==> src/rtl/peaks_sequencer_if.sv <==
// Handshake/control bundle between the peaks sequencer and the detector/frame source.
// The master modport is the sequencer; slave is the surrounding datapath.
interface peaks_sequencer_if #(
    parameter int TW = 16
);
    logic          frame_avail;
    logic          frame_ack;
    logic          flush;
    logic          pk_strobe;
    logic          pk_zero;
    logic          pk_clear;
    logic          out_valid;
    logic          out_ready;
    logic [TW-1:0] out_time;
    logic          done;
    logic          busy;

    modport master (
        input  frame_avail, flush, out_ready,
        output frame_ack, pk_strobe, pk_zero, pk_clear, out_valid, out_time, done, busy
    );

    modport slave (
        output frame_avail, flush, out_ready,
        input  frame_ack, pk_strobe, pk_zero, pk_clear, out_valid, out_time, done, busy
    );
endinterface

==> src/rtl/peaks_sequencer.sv <==
// Sequences FFT frames into a 3-tap peak detector: strobe, wait, present result, drain on flush.
// All outputs registered; OUT holds until out_ready, new frames wait in IDLE.
module peaks_sequencer #(
    parameter int HI_CYC = 2,
    parameter int LO_CYC = 2,
    parameter int TW     = 16
) (
    input  logic               clk,
    input  logic               reset,
    peaks_sequencer_if.master  bus
);
    localparam int MAXC = (HI_CYC > LO_CYC) ? HI_CYC : LO_CYC;
    localparam int CW   = $clog2(MAXC + 1);

    typedef enum logic [2:0] {IDLE, HI, LO, OUT, CLR} state_t;

    state_t        state_q;
    logic [CW-1:0] cnt_q;
    logic [TW-1:0] fcnt_q;
    logic [TW-1:0] out_time_q;
    logic [1:0]    zcnt_q;
    logic [1:0]    strobes_q;
    logic          flush_pend_q;
    logic          pk_strobe_q;
    logic          pk_zero_q;
    logic          pk_clear_q;
    logic          frame_ack_q;
    logic          out_valid_q;
    logic          done_q;
    logic          busy_q;

    logic          flush_pend_d;
    logic          hi_last;
    logic          lo_last;

    // A flush arriving this cycle is visible to the IDLE decision immediately.
    assign flush_pend_d = flush_pend_q | bus.flush;
    assign hi_last      = (cnt_q == CW'(HI_CYC - 1));
    assign lo_last      = (cnt_q == CW'(LO_CYC - 1));

    always_ff @(posedge clk or posedge reset) begin
        if (reset) begin
            state_q      <= IDLE;
            cnt_q        <= '0;
            fcnt_q       <= '0;
            out_time_q   <= '0;
            zcnt_q       <= '0;
            strobes_q    <= '0;
            flush_pend_q <= 1'b0;
            pk_strobe_q  <= 1'b0;
            pk_zero_q    <= 1'b0;
            pk_clear_q   <= 1'b0;
            frame_ack_q  <= 1'b0;
            out_valid_q  <= 1'b0;
            done_q       <= 1'b0;
            busy_q       <= 1'b0;
        end else begin
            pk_clear_q   <= 1'b0;
            done_q       <= 1'b0;
            frame_ack_q  <= 1'b0;
            flush_pend_q <= flush_pend_d;
            case (state_q)
                IDLE: begin
                    if (bus.frame_avail) begin
                        state_q     <= HI;
                        cnt_q       <= '0;
                        pk_strobe_q <= 1'b1;
                        pk_zero_q   <= 1'b0;
                        busy_q      <= 1'b1;
                        frame_ack_q <= (HI_CYC == 1);
                    end else if (flush_pend_d) begin
                        busy_q <= 1'b1;
                        // Two zero frames push the last real frames through the 3-tap window.
                        if (zcnt_q < 2'd2 && fcnt_q != '0) begin
                            state_q     <= HI;
                            cnt_q       <= '0;
                            pk_strobe_q <= 1'b1;
                            pk_zero_q   <= 1'b1;
                        end else begin
                            state_q    <= CLR;
                            pk_clear_q <= 1'b1;
                            done_q     <= 1'b1;
                        end
                    end
                end
                HI: begin
                    if (hi_last) begin
                        state_q     <= LO;
                        cnt_q       <= '0;
                        pk_strobe_q <= 1'b0;
                        fcnt_q      <= fcnt_q + 1'b1;
                        if (pk_zero_q) zcnt_q <= zcnt_q + 1'b1;
                        if (strobes_q != 2'd3) strobes_q <= strobes_q + 1'b1;
                    end else begin
                        cnt_q       <= cnt_q + 1'b1;
                        frame_ack_q <= (cnt_q == CW'(HI_CYC - 2)) && !pk_zero_q;
                    end
                end
                LO: begin
                    if (lo_last) begin
                        if (strobes_q == 2'd3) begin
                            state_q     <= OUT;
                            out_valid_q <= 1'b1;
                            // Detector centre tap lags the newest strobe by two frames.
                            out_time_q  <= fcnt_q - TW'(3);
                        end else begin
                            state_q <= IDLE;
                            busy_q  <= 1'b0;
                        end
                    end else begin
                        cnt_q <= cnt_q + 1'b1;
                    end
                end
                OUT: begin
                    if (bus.out_ready) begin
                        state_q     <= IDLE;
                        out_valid_q <= 1'b0;
                        busy_q      <= 1'b0;
                    end
                end
                CLR: begin
                    state_q      <= IDLE;
                    busy_q       <= 1'b0;
                    pk_zero_q    <= 1'b0;
                    fcnt_q       <= '0;
                    zcnt_q       <= '0;
                    strobes_q    <= '0;
                    flush_pend_q <= 1'b0;
                end
                default: begin
                    state_q <= IDLE;
                    busy_q  <= 1'b0;
                end
            endcase
        end
    end

    assign bus.pk_strobe = pk_strobe_q;
    assign bus.pk_zero   = pk_zero_q;
    assign bus.pk_clear  = pk_clear_q;
    assign bus.frame_ack = frame_ack_q;
    assign bus.out_valid = out_valid_q;
    assign bus.out_time  = out_time_q;
    assign bus.done      = done_q;
    assign bus.busy      = busy_q;
endmodule
==> src/flat_wrapper.sv <==
// flat-port wrapper written by rule: the top's interface ports become plain ports
module peaks_sequencer_flat 
#(
    parameter int HI_CYC = 2,
    parameter int LO_CYC = 2,
    parameter int TW     = 16
)
  (clk, reset, bus_frame_avail, bus_flush, bus_out_ready, bus_frame_ack, bus_pk_strobe, bus_pk_zero, bus_pk_clear, bus_out_valid, bus_out_time, bus_done, bus_busy);
  peaks_sequencer_if #(.TW(TW)) bus_i ();
  input  logic clk;
  input  logic reset;
  input wire logic [$bits(bus_i.frame_avail)-1:0] bus_frame_avail;
  input wire logic [$bits(bus_i.flush)-1:0] bus_flush;
  input wire logic [$bits(bus_i.out_ready)-1:0] bus_out_ready;
  output wire logic [$bits(bus_i.frame_ack)-1:0] bus_frame_ack;
  output wire logic [$bits(bus_i.pk_strobe)-1:0] bus_pk_strobe;
  output wire logic [$bits(bus_i.pk_zero)-1:0] bus_pk_zero;
  output wire logic [$bits(bus_i.pk_clear)-1:0] bus_pk_clear;
  output wire logic [$bits(bus_i.out_valid)-1:0] bus_out_valid;
  output wire logic [$bits(bus_i.out_time)-1:0] bus_out_time;
  output wire logic [$bits(bus_i.done)-1:0] bus_done;
  output wire logic [$bits(bus_i.busy)-1:0] bus_busy;
  assign bus_i.frame_avail = bus_frame_avail;
  assign bus_i.flush = bus_flush;
  assign bus_i.out_ready = bus_out_ready;
  assign bus_frame_ack = bus_i.frame_ack;
  assign bus_pk_strobe = bus_i.pk_strobe;
  assign bus_pk_zero = bus_i.pk_zero;
  assign bus_pk_clear = bus_i.pk_clear;
  assign bus_out_valid = bus_i.out_valid;
  assign bus_out_time = bus_i.out_time;
  assign bus_done = bus_i.done;
  assign bus_busy = bus_i.busy;
  peaks_sequencer #(.HI_CYC(HI_CYC), .LO_CYC(LO_CYC), .TW(TW)) u_core (.clk(clk), .reset(reset), .bus(bus_i));
endmodule
==> config.mk <==
export PLATFORM = sky130hd
export DESIGN_NAME = peaks_sequencer_flat
export DESIGN_NICKNAME = d
export VERILOG_FILES = /design/src/rtl/peaks_sequencer_if.sv /design/src/rtl/peaks_sequencer.sv /design/src/flat_wrapper.sv
export SDC_FILE = /design/constraint.sdc
export NUM_CORES = 1
export LEC_CHECK = 0
export BUFFER_PORTS_ARGS = -buffer_cell sky130_fd_sc_hd__clkbuf_2
export CAP_MARGIN = 10
export CORE_ASPECT_RATIO = 0.5
export CORE_MARGIN = 2
export CORE_UTILIZATION = 60
export DETAILED_ROUTE_END_ITERATION = 8
export PLACE_DENSITY = 0.81
export SLEW_MARGIN = 30
export SYNTH_ARGS = -nofsm -noshare
export SYNTH_HDL_FRONTEND = slang
export SYNTH_SLANG_ARGS = --single-unit
==> constraint.sdc <==
create_clock -name clk -period 5.77 [get_ports clk]
set_input_delay 1.154 -clock clk [delete_from_list [all_inputs] [get_ports clk]]
set_output_delay 1.154 -clock clk [all_outputs]
set_load 0.02 [all_outputs]
Word-level counts from Yosys, hierarchy flattened
Cells that the tools add are included.
{"block": "totals", "register_bits": 48, "latchBits": 0, "ramBits": 0, "rom_bits": 0, "inputBits": 5, "n_memories": 0}
{"block": "classes", "addsub": 5, "n_mul": 0, "div": 0, "order_cmp": 1, "eq_ne": 17, "shifts": 0, "muxes": 45, "bitwise_logic": 2, "n_reduce_logical": 21}
{"op": "$pmux 16 s2", "n": 1}
{"op": "$mux 2", "n": 10}
{"op": "$mux 1", "n": 19}
{"op": "$mux 3", "n": 6}
{"op": "$add 16x1->16 const B", "n": 1}
{"op": "$mux 16", "n": 1}
{"op": "$reduce_and 4->1", "n": 4}
{"op": "$reduce_bool 16->1", "n": 1}
{"op": "$sub 16x2->16 const B", "n": 1}
{"op": "$pmux 3 s4", "n": 1}
{"op": "$reduce_and 3->1", "n": 4}
{"op": "$ne 2x1->1 const B", "n": 5}
{"op": "$ne 2x2->1 const B", "n": 4}
{"op": "$pmux 2 s2", "n": 2}
{"op": "$reduce_bool 2->1", "n": 4}
{"op": "$add 2x1->2 const B", "n": 3}
{"op": "$eq 3x2->1 const B", "n": 2}
{"op": "$ne 3x2->1 const B", "n": 2}
{"op": "$pmux 1 s2", "n": 3}
{"op": "$pmux 2 s3", "n": 1}
{"op": "$reduce_and 5->1", "n": 1}
{"op": "$pmux 1 s4", "n": 1}
{"op": "$eq 3x1->1 const B", "n": 1}
{"op": "$eq 3x3->1 const B", "n": 1}
{"op": "11 further kinds", "n": 12}

Longest topological paths before layout
Gate-level depths: netlist (run 1).
{"block": "logic_depth", "ltp_word": 6, "ltp_mapped": 8}

Worst setup path after synthesis (run 1)
Ideal clock, no wire load.
{"block": "synth_timing", "kind": "input-to-reg", "from": "in bus_frame_avail", "to": "reg u_core.cnt_q[0]", "t_arrival_ns": 2.043, "required_time_ns": 5.645, "slack_ns": 3.602, "path_stages": 4, "n_path_buf": 0, "cell_sequence": "nand2b_1 > and3b_1 > a31oi_1 > mux2_2"}
{"block": "synth_between", "elab_chain_len": 2, "elab_cells_between_ends": 5, "classes_between": "2 x eq/ne; 2 x mux; 1 x reduce/logical"}
{"item": "from (decl)", "line_no": "flat_wrapper.sv:12", "rtl": "input wire logic [$bits(bus_i.frame_avail)-1:0] bus_frame_avail;"}
{"item": "$ne 3x2->1 (no line) / $mux 2 (equally long branches)"}
{"item": "$reduce_and 4->1 (no line) / $pmux 2 s3 (equally long branches)"}
{"item": "to (signal assigned)", "line_no": "peaks_sequencer.sv:95", "rtl": "cnt_q <= cnt_q + 1'b1;"}
{"item": "to (signal assigned)", "line_no": "peaks_sequencer.sv:111", "rtl": "cnt_q <= cnt_q + 1'b1;"}
{"item": "to (decl)", "line_no": "peaks_sequencer.sv:18", "rtl": "logic [CW-1:0] cnt_q;"}
Parallel ways exist; a longest one is shown, timed or not.
A chain may end at the register's enable or synchronous reset.

Worst setup path after layout (run 1)
{"block": "layout_timing", "from": "reg u_core.fcnt_q[10]", "to": "reg u_core.cnt_q[0]"}
{"block": "layout_between", "elab_chain_len": 4}
{"item": "from (decl)", "line_no": "peaks_sequencer.sv:19", "rtl": "logic [TW-1:0] fcnt_q;"}
{"item": "from (signal assigned)", "line_no": "peaks_sequencer.sv:91", "rtl": "fcnt_q <= fcnt_q + 1'b1;"}
{"item": "$reduce_bool 16->1", "line_no": "peaks_sequencer.sv:74", "rtl": "if (zcnt_q < 2'd2 && fcnt_q != '0) begin"}
{"item": "$logic_and 1x1->1", "line_no": "peaks_sequencer.sv:74"}
{"item": "$ne 3x2->1 (no line)"}
{"item": "$reduce_and 4->1 (no line)"}
Every way passes these cells.

==> summary.txt, run 1 <==
Timing
  • Final min period: 2307 ps
  • Worst-margin pin slew: 805.9 ps
  • Clock skew: 6.327 ps
  • Hold Vio Cnt, Final: 0
  • RSZ-0062 raised after global routing: no
  • Rel. slew slack: 46.21%
  • Hold Slack: 481.1 ps
  • Setup TNS: 0 ps
  • Setup violations, final: 0
  • FMAX: 433.5 MHz
  • Final period utilization: 39.98%
  • Max Slew Vio Count: 0

GRT
  • Routing usage on met3: 5.505%
  • Largest net degree at the start of global routing: 49
  • GRT overflow: 0
  • Initial antenna violation count: 0
  • GR Util met1: 33.23%
  • Total track usage: 24.04%
  • Met2 Use GR: 39.12%
  • Busiest grt layer: met2
  • First-pass GRT wire length: 8935 um
  • Number of global-route vias before repair: 1906

Logic synthesis
  • Synth Register Bits: 48
  • Syn nets: 279
  • Prevailing post-synth register cell: dfrtp_1
  • Netlist cell types: 46
  • Asr flop ratio synth: 100.0%
  • Synth Cell Area: 2549 sq um
  • Post-synth top area share: 47.13%
  • Sequential fraction of the synthesis area: 47.13%
  • Top post-synthesis cells by area: dfrtp_1, xnor2_1, nor2_1
  • Syn Area/Cell: 9.510 sq um
  • Mapped Cells: 268
  • Yosys warnings: 0
  • Top cell type by total area after synthesis: dfrtp_1
  • EDFF count, synth: 0

Clock tree
  • H-tree levels: 2
  • Clk_lat worst skew: 300 ps
  • Post-CTS Repair Setup Buffers: 0
  • Clock buffer depth: 2
  • Hold buffer count at cts: 0
  • Resize count post-CTS: 0
  • CTS tree: done
  • Root Buffer: clkbuf_8
  • Clock Sinks: 48
  • CTS Buf Count: 5
  • Clock slew at reported path FFs: 90 ps

Worst setup path
  • Crit path from: u_core.fcnt_q[10]$_DFFE_PP0P_
  • Worst R2R Start: u_core.fcnt_q[10]$_DFFE_PP0P_
  • Crit Path Category: reg -> reg
  • Worst EP arrival: 2500 ps
  • Kind of end point of the critical path: flip-flop
  • CP Launch Type: flip-flop
  • Maximum fanout along the worst path: 10
  • CP required: 5960 ps

Place
  • Post-Place Cells: 333
  • I/O Buffers: 27
  • HPWL after DPL: 3520 um
  • Gpl congestion: 0.8303
  • DP Area: 2679 sq um

Finish
  • Register Area: 1201 sq um
  • Layout area overhead: 10.11%
  • Finished Layout Cells: 341
  • Most frequent cells in the layout: dfrtp_1, nor2_1, clkbuf_2
  • Nets: 297
  • Multi-input logic area: 1215 sq um
  • Layout cells sized above 1: 17.77%
  • Most common cell after layout, fill and taps aside: dfrtp_1
  • Final instance area: 2806 sq um
  • # diodes: 0
  • Fill count: 322

Power
  • Static leakage: 1.272 nW
  • Max VDD drop: 333.1 uV
  • PnR Total Power: 1.347 mW
  • Cell Pwr Density: 480.1 nW/um^2

Routing
  • Vias after detailed routing: 1998
  • Post-Route WL: 5073 um
  • Drt initial violations: 93
  • Wirelength per Cell: 14.88 um
  • DRC errors left: 0
  • First-pass DRT Iterations: 4
  • Via density: 5.859
  • Post-DRT Antenna Nets: 0

Die
  • Ports: 28
  • Die ar.: 4817 sq um
  • Initial Util: 63.98%
  • Chip Height: 50.09 um
  • DIE WIDTH: 96.17 um
  • Row count: 16
  • Core area: 3984 sq um

Status
  • Outcome: finished clean

Hold path
  • Hold Path Class: reg -> reg
  • Hold Startpoint: u_core.bus.pk_strobe$_DFFE_PP0P_

Job
  • Max-cap violations: 0
## state kept, by name, summed over array words and instances (netlist names)
name / flops
u_core.bus.busy: 1
u_core.bus.frame_ack: 1
u_core.bus.out_time: 16
u_core.bus.out_valid: 1
u_core.bus.pk_clear: 1
u_core.bus.pk_strobe: 1
u_core.bus.pk_zero: 1
u_core.cnt_q: 2
u_core.fcnt_q: 16
u_core.flush_pend_q: 1
u_core.state_q: 3
u_core.strobes_q: 2
u_core.zcnt_q: 2
## logic make-up after synthesis
| group | count (synthesis) | share of synthesized area, % |
|---|---|---|
| compound gates | 57 | 13.30 |
| xor+xnor | 21 | 7.217 |
| fa+ha+maj | 6 | 2.945 |
| buf+inv | 30 | 5.400 |
| flops | 48 | 47.13 |
| mux | 7 | 2.896 |
| simple gates | 99 | 21.11 |
## cells in the mapped netlist, types with 2 or more instances
cell      number
inv_1         12
nor3_1         8
xnor2_1       18
o31ai_1        2
nand2_1       12
nor4_1         3
nor2b_1        2
ha_1           6
nand2b_1       4
a21oi_1       23
or3_1          4
buf_6          2
a31oi_1        5
dfrtp_1       48
or4_4          2
a2111o_1       2
nand3_1        4
nor2_1        40
mux2i_1        4
o21ai_0       17
nand3b_1       2
nand4_1        4
xor2_1         3
clkbuf_1      10
nand4b_1       2
mux2_2         3
nor3_2         2
buf_2          5
or3_4          2
## per-layer routing
metal / routed length [um] / part of all wire [%]
met1: 2327 / 46
met2: 2489 / 49
met3: 234 / 4.6
met4: 21 / 0.41
met5: 0 / 0
## per-stage QoR
stage | utilization, % | worst slack, ps
floorplan | - | 3472
global placement | 67.24 | 3466
detailed placement | 67.24 | 3411
CTS | 70.41 | 3490
global route | 70.45 | 3333
finish | 70.45 | 3463
## worst paths after layout
check	endpoint	slack, ps	cells after the start
worst min-delay path	u_core.bus.pk_strobe$_DFFE_PP0P_	480	2
min in group asynchronous	u_core.bus.out_time[11]$_DFFE_PP0P_	960	2
worst min register to register	u_core.bus.pk_strobe$_DFFE_PP0P_	480	2
max in group asynchronous	u_core.cnt_q[1]$_DFFE_PP0P_	4330	2
worst max register to register	u_core.cnt_q[0]$_DFFE_PP0P_	3460	5
worst max-delay path	u_core.cnt_q[0]$_DFFE_PP0P_	3460	5
## worst max-delay path, cell delays in order (launching register included)
cell	delay, ps
dfrtp_1	510
or4_4	600
nor2_1	180
a31oi_1	220
a31oi_1	310
mux2_2	380
## power breakdown
| group | switching, mW | total (mW) | internal (mW) | leakage, nW |
|---|---|---|---|---|
| sequential | 0.101 | 0.541 | 0.440 | 0.642 |
| clock | 0.112 | 0.265 | 0.153 | 0.0645 |
| combinational | 0.323 | 0.541 | 0.218 | 0.566 |
## area by class of cell
cell class                 instances  area share, %
tap                               54          2.407
clock inverter                     1          1.070
timing repair buffer              29          5.350
inverter                          12          1.650
multi-input combinational        190          43.29
sequential                        48          42.80
clock buffer                       7          3.433
(Power assumes the default switching activity.)
==> run 2: changes to the inputs <==
--- a/config.mk
+++ b/config.mk
@@ -9,9 +9,9 @@
 export CAP_MARGIN = 10
 export CORE_ASPECT_RATIO = 0.5
 export CORE_MARGIN = 2
-export CORE_UTILIZATION = 60
+export CORE_UTILIZATION = 58
 export DETAILED_ROUTE_END_ITERATION = 8
-export PLACE_DENSITY = 0.81
+export PLACE_DENSITY = 0.79
 export SLEW_MARGIN = 30
 export SYNTH_ARGS = -nofsm -noshare
 export SYNTH_HDL_FRONTEND = slang
==> constraint.sdc (replaced) <==
create_clock -name clk -period 2.2 [get_ports clk]
set_input_delay 0.44 -clock clk [delete_from_list [all_inputs] [get_ports clk]]
set_output_delay 0.44 -clock clk [all_outputs]
set_load 0.02 [all_outputs]
==> run 2 against run 1 <==
Compared with the run above: critical path depth increased by 2; hold slack got worse by 340 ps; utilization increased by 2.3 points; first-iteration DRC count unchanged; final cell count increased by 4.7%; combinational power increased to 2.9 times the previous value; power increased to 2.7 times the previous value; fmax increased by 14%; flip-flop and latch count unchanged; cell area increased by 5.3%; wire length increased by 9.5%; critical endpoint is now u_core.fcnt_q[14]$_DFFE_PP0P_; largest cell class unchanged; largest power group is now combinational logic.
==> summary.txt, run 2 (synthesized netlist as in run 1, its figures left out) <==
Place
  • Gpl congestion: 0.8459 (+1.9%)
  • Post-Place Cells: 349 (+4.8%)
  • HPWL after DPL: 3855 um (+9.5%)
  • I/O Buffers: 27 (unchanged)

Clock tree
  • CTS Buf Count: 5 (unchanged)
  • Hold buffer count at cts: 0 (unchanged)
  • Clock Sinks: 48 (unchanged)
  • Clk_lat worst skew: 310 ps (about the same)
  • Root Buffer: clkbuf_8
  • CTS tree: done
  • H-tree levels: 2 (unchanged)
  • Post-CTS Repair Setup Buffers: 0 (unchanged)
  • Clock slew at reported path FFs: 90 ps (about the same)
  • Clock buffer depth: 2 (unchanged)

Routing
  • Drt initial violations: 93 (unchanged)
  • First-pass DRT Iterations: 4 (unchanged)
  • DRC errors left: 0 (unchanged)
  • Post-DRT Antenna Nets: 0 (unchanged)
  • Vias after detailed routing: 2095 (+4.9%)
  • Wirelength per Cell: 15.56 um (+4.6%)
  • Post-Route WL: 5555 um (+9.5%)
  • Via density: 5.868 (+0.16%)

Power
  • Cell Pwr Density: 1238 nW/um^2 (+160%)
  • Gate power share: 43.3% (+3.1 points)
  • Sw Share: 39.75% (-0.077 points)
  • Static leakage: 1.365 nW (+7.3%)
  • Seq pwr share: 37.5% (-2.6 points)
  • Clock power share: 19.2% (-0.5 points)
  • Max VDD drop: 786.6 uV (+140%)
  • Pint: 2.205 mW (+170%)
  • Psw: 1.455 mW (+170%)

GRT
  • Total track usage: 24.24% (+0.20 points)
  • First-pass GRT wire length: 9321 um (+4.3%)
  • Initial antenna violation count: 0 (unchanged)
  • Number of global-route vias before repair: 1996 (+4.7%)
  • GRT overflow: 0 (unchanged)
  • Largest net degree at the start of global routing: 49 (unchanged)

Die
  • Ports: 28 (unchanged)
  • Die ar.: 4973 sq um (+3.2%)
  • Core area: 4064 sq um (+2.0%)
  • Row count: 16 (unchanged)
  • Chip Height: 50.88 um (+1.6%)
  • DIE WIDTH: 97.75 um (+1.6%)
  • Initial Util: 62.72% (-1.3 points)

Timing
  • RSZ-0062 raised after global routing: no
  • Worst-margin pin slew: 495.6 ps (-310.3 ps)
  • Max Slew Vio Count: 0 (unchanged)
  • Rel. slew slack: 66.11% (+20 points)
  • Final min period: 2025 ps (-281.6 ps)
  • FMAX: 493.7 MHz (+14%)
  • Setup violations, final: 0 (unchanged)
  • Hold Vio Cnt, Final: 0 (unchanged)
  • Final period utilization: 92.07% (+52 points)
  • Clock skew: 6.695 ps (+0.3679 ps)
  • Setup TNS: 0 ps (unchanged)

Worst setup path
  • Max stage delay cell, worst path: a2111o_1
  • CP Launch Type: flip-flop
  • Kind of end point of the critical path: flip-flop
  • CP delay by family, top: compound AO/OA/AOI/OAI gates
  • WP buf/inv: 1 (+1)
  • Worst-path cell chain: inv_1, ha_1, nand3b_1, a2111o_1, nor3_2, xnor2_1, nor2_1
  • Crit path largest cell delay: 580 ps (-20 ps)
  • Maximum fanout along the worst path: 8 (-2)
  • CP required: 2400 ps (-3560 ps)
  • Worst EP arrival: 2230 ps (-270 ps)
  • Crit Path Category: reg -> reg

Finish
  • Finished Layout Cells: 357 (+4.7%)
  • Most frequent cells in the layout: dfrtp_1, nor2_1, clkbuf_2
  • Register Area: 1201 sq um (unchanged)
  • Multi-input logic area: 1220 sq um (+0.41%)
  • Nets: 313 (+5.4%)
  • # diodes: 0 (unchanged)
  • Fill count: 304 (-5.6%)
  • Layout cells sized above 1: 22.44% (+4.7 points)
  • Layout area overhead: 15.95%
  • Most common cell after layout, fill and taps aside: dfrtp_1

Hold path
  • Hold Path Class: in -> async

Status
  • Outcome: finished clean

Job
  • Max-cap violations: 0 (unchanged)
## run 2: layout make-up
| cell class | instances | area share (%) |
|---|---|---|
| multi-input combinational | 190 | 41.28 |
| tap | 54 | 2.286 |
| inverter | 12 | 1.524 |
| timing repair buffer | 45 | 9.992 |
| clock buffer | 7 | 3.260 |
| clock inverter | 1 | 1.016 |
| sequential | 48 | 40.64 |
## run 2: power by group through the flow
| stage | combinational, mW | sequential (mW) | clock, mW |
|---|---|---|---|
| after detailed placement | 1.57 | 1.39 | 0 |
| after global placement | 1.51 | 1.37 | 0 |
| after floorplan | 0.931 | 1.53 | 0 |
| after global routing | 1.74 | 1.42 | 0.747 |
| final | 1.59 | 1.37 | 0.702 |
| after CTS | 1.59 | 1.37 | 0.700 |
## run 2: worst paths after layout
path	startpoint	endpoint	slack, ps	depth (start not counted)
max	u_core.cnt_q[1]$_DFFE_PP0P_	u_core.fcnt_q[14]$_DFFE_PP0P_	170	7
min	reset	u_core.bus.out_time[10]$_DFFE_PP0P_	140	3
max reg2reg	u_core.cnt_q[1]$_DFFE_PP0P_	u_core.fcnt_q[14]$_DFFE_PP0P_	170	7
min reg2reg	u_core.bus.pk_strobe$_DFFE_PP0P_	u_core.bus.pk_strobe$_DFFE_PP0P_	500	2
max in group asynchronous	reset	u_core.state_q[1]$_DFFE_PP0P_	1840	3
min in group clk	bus_flush	u_core.flush_pend_q$_DFF_PP0_	440	3
## run 2: worst min-delay path, stage by stage
cell and delay [ps]:
clkbuf_2 90, inv_2 60, buf_12 240
## run 2: layer usage
layer	global-route usage [%]	up-vias	wire, um
met4	7.407	0	66
met2	42.41	62	2768
met5	0	-	0
li1	-	996	-
met3	5.609	10	332
met1	30.76	1027	2387
## run 2: timing repair
action | in CTS | in global routing
endpoints found under the setup margin | 0 | 1
resized for setup | 0 | 1
endpoints found under the hold margin | 0 | 0
## run 2: stage by stage
| step | hold WS, ps | instance area [sq um] | util, % | power [mW] | worst slack (ps) |
|---|---|---|---|---|---|
| finish | 139.0 | 2955 | 72.72 | 3.660 | 174.5 |
| global route | 182.5 | 2955 | 72.72 | 3.901 | 59.81 |
| CTS | 157.1 | 2950 | 72.60 | 3.660 | 119.0 |
| detailed placement | 482.6 | 2824 | 69.49 | 2.958 | 205.0 |
| global placement | 461.0 | 2824 | 69.49 | 2.876 | 264.7 |
| floorplan | 468.2 | 2549 | - | 2.457 | 182.6 |
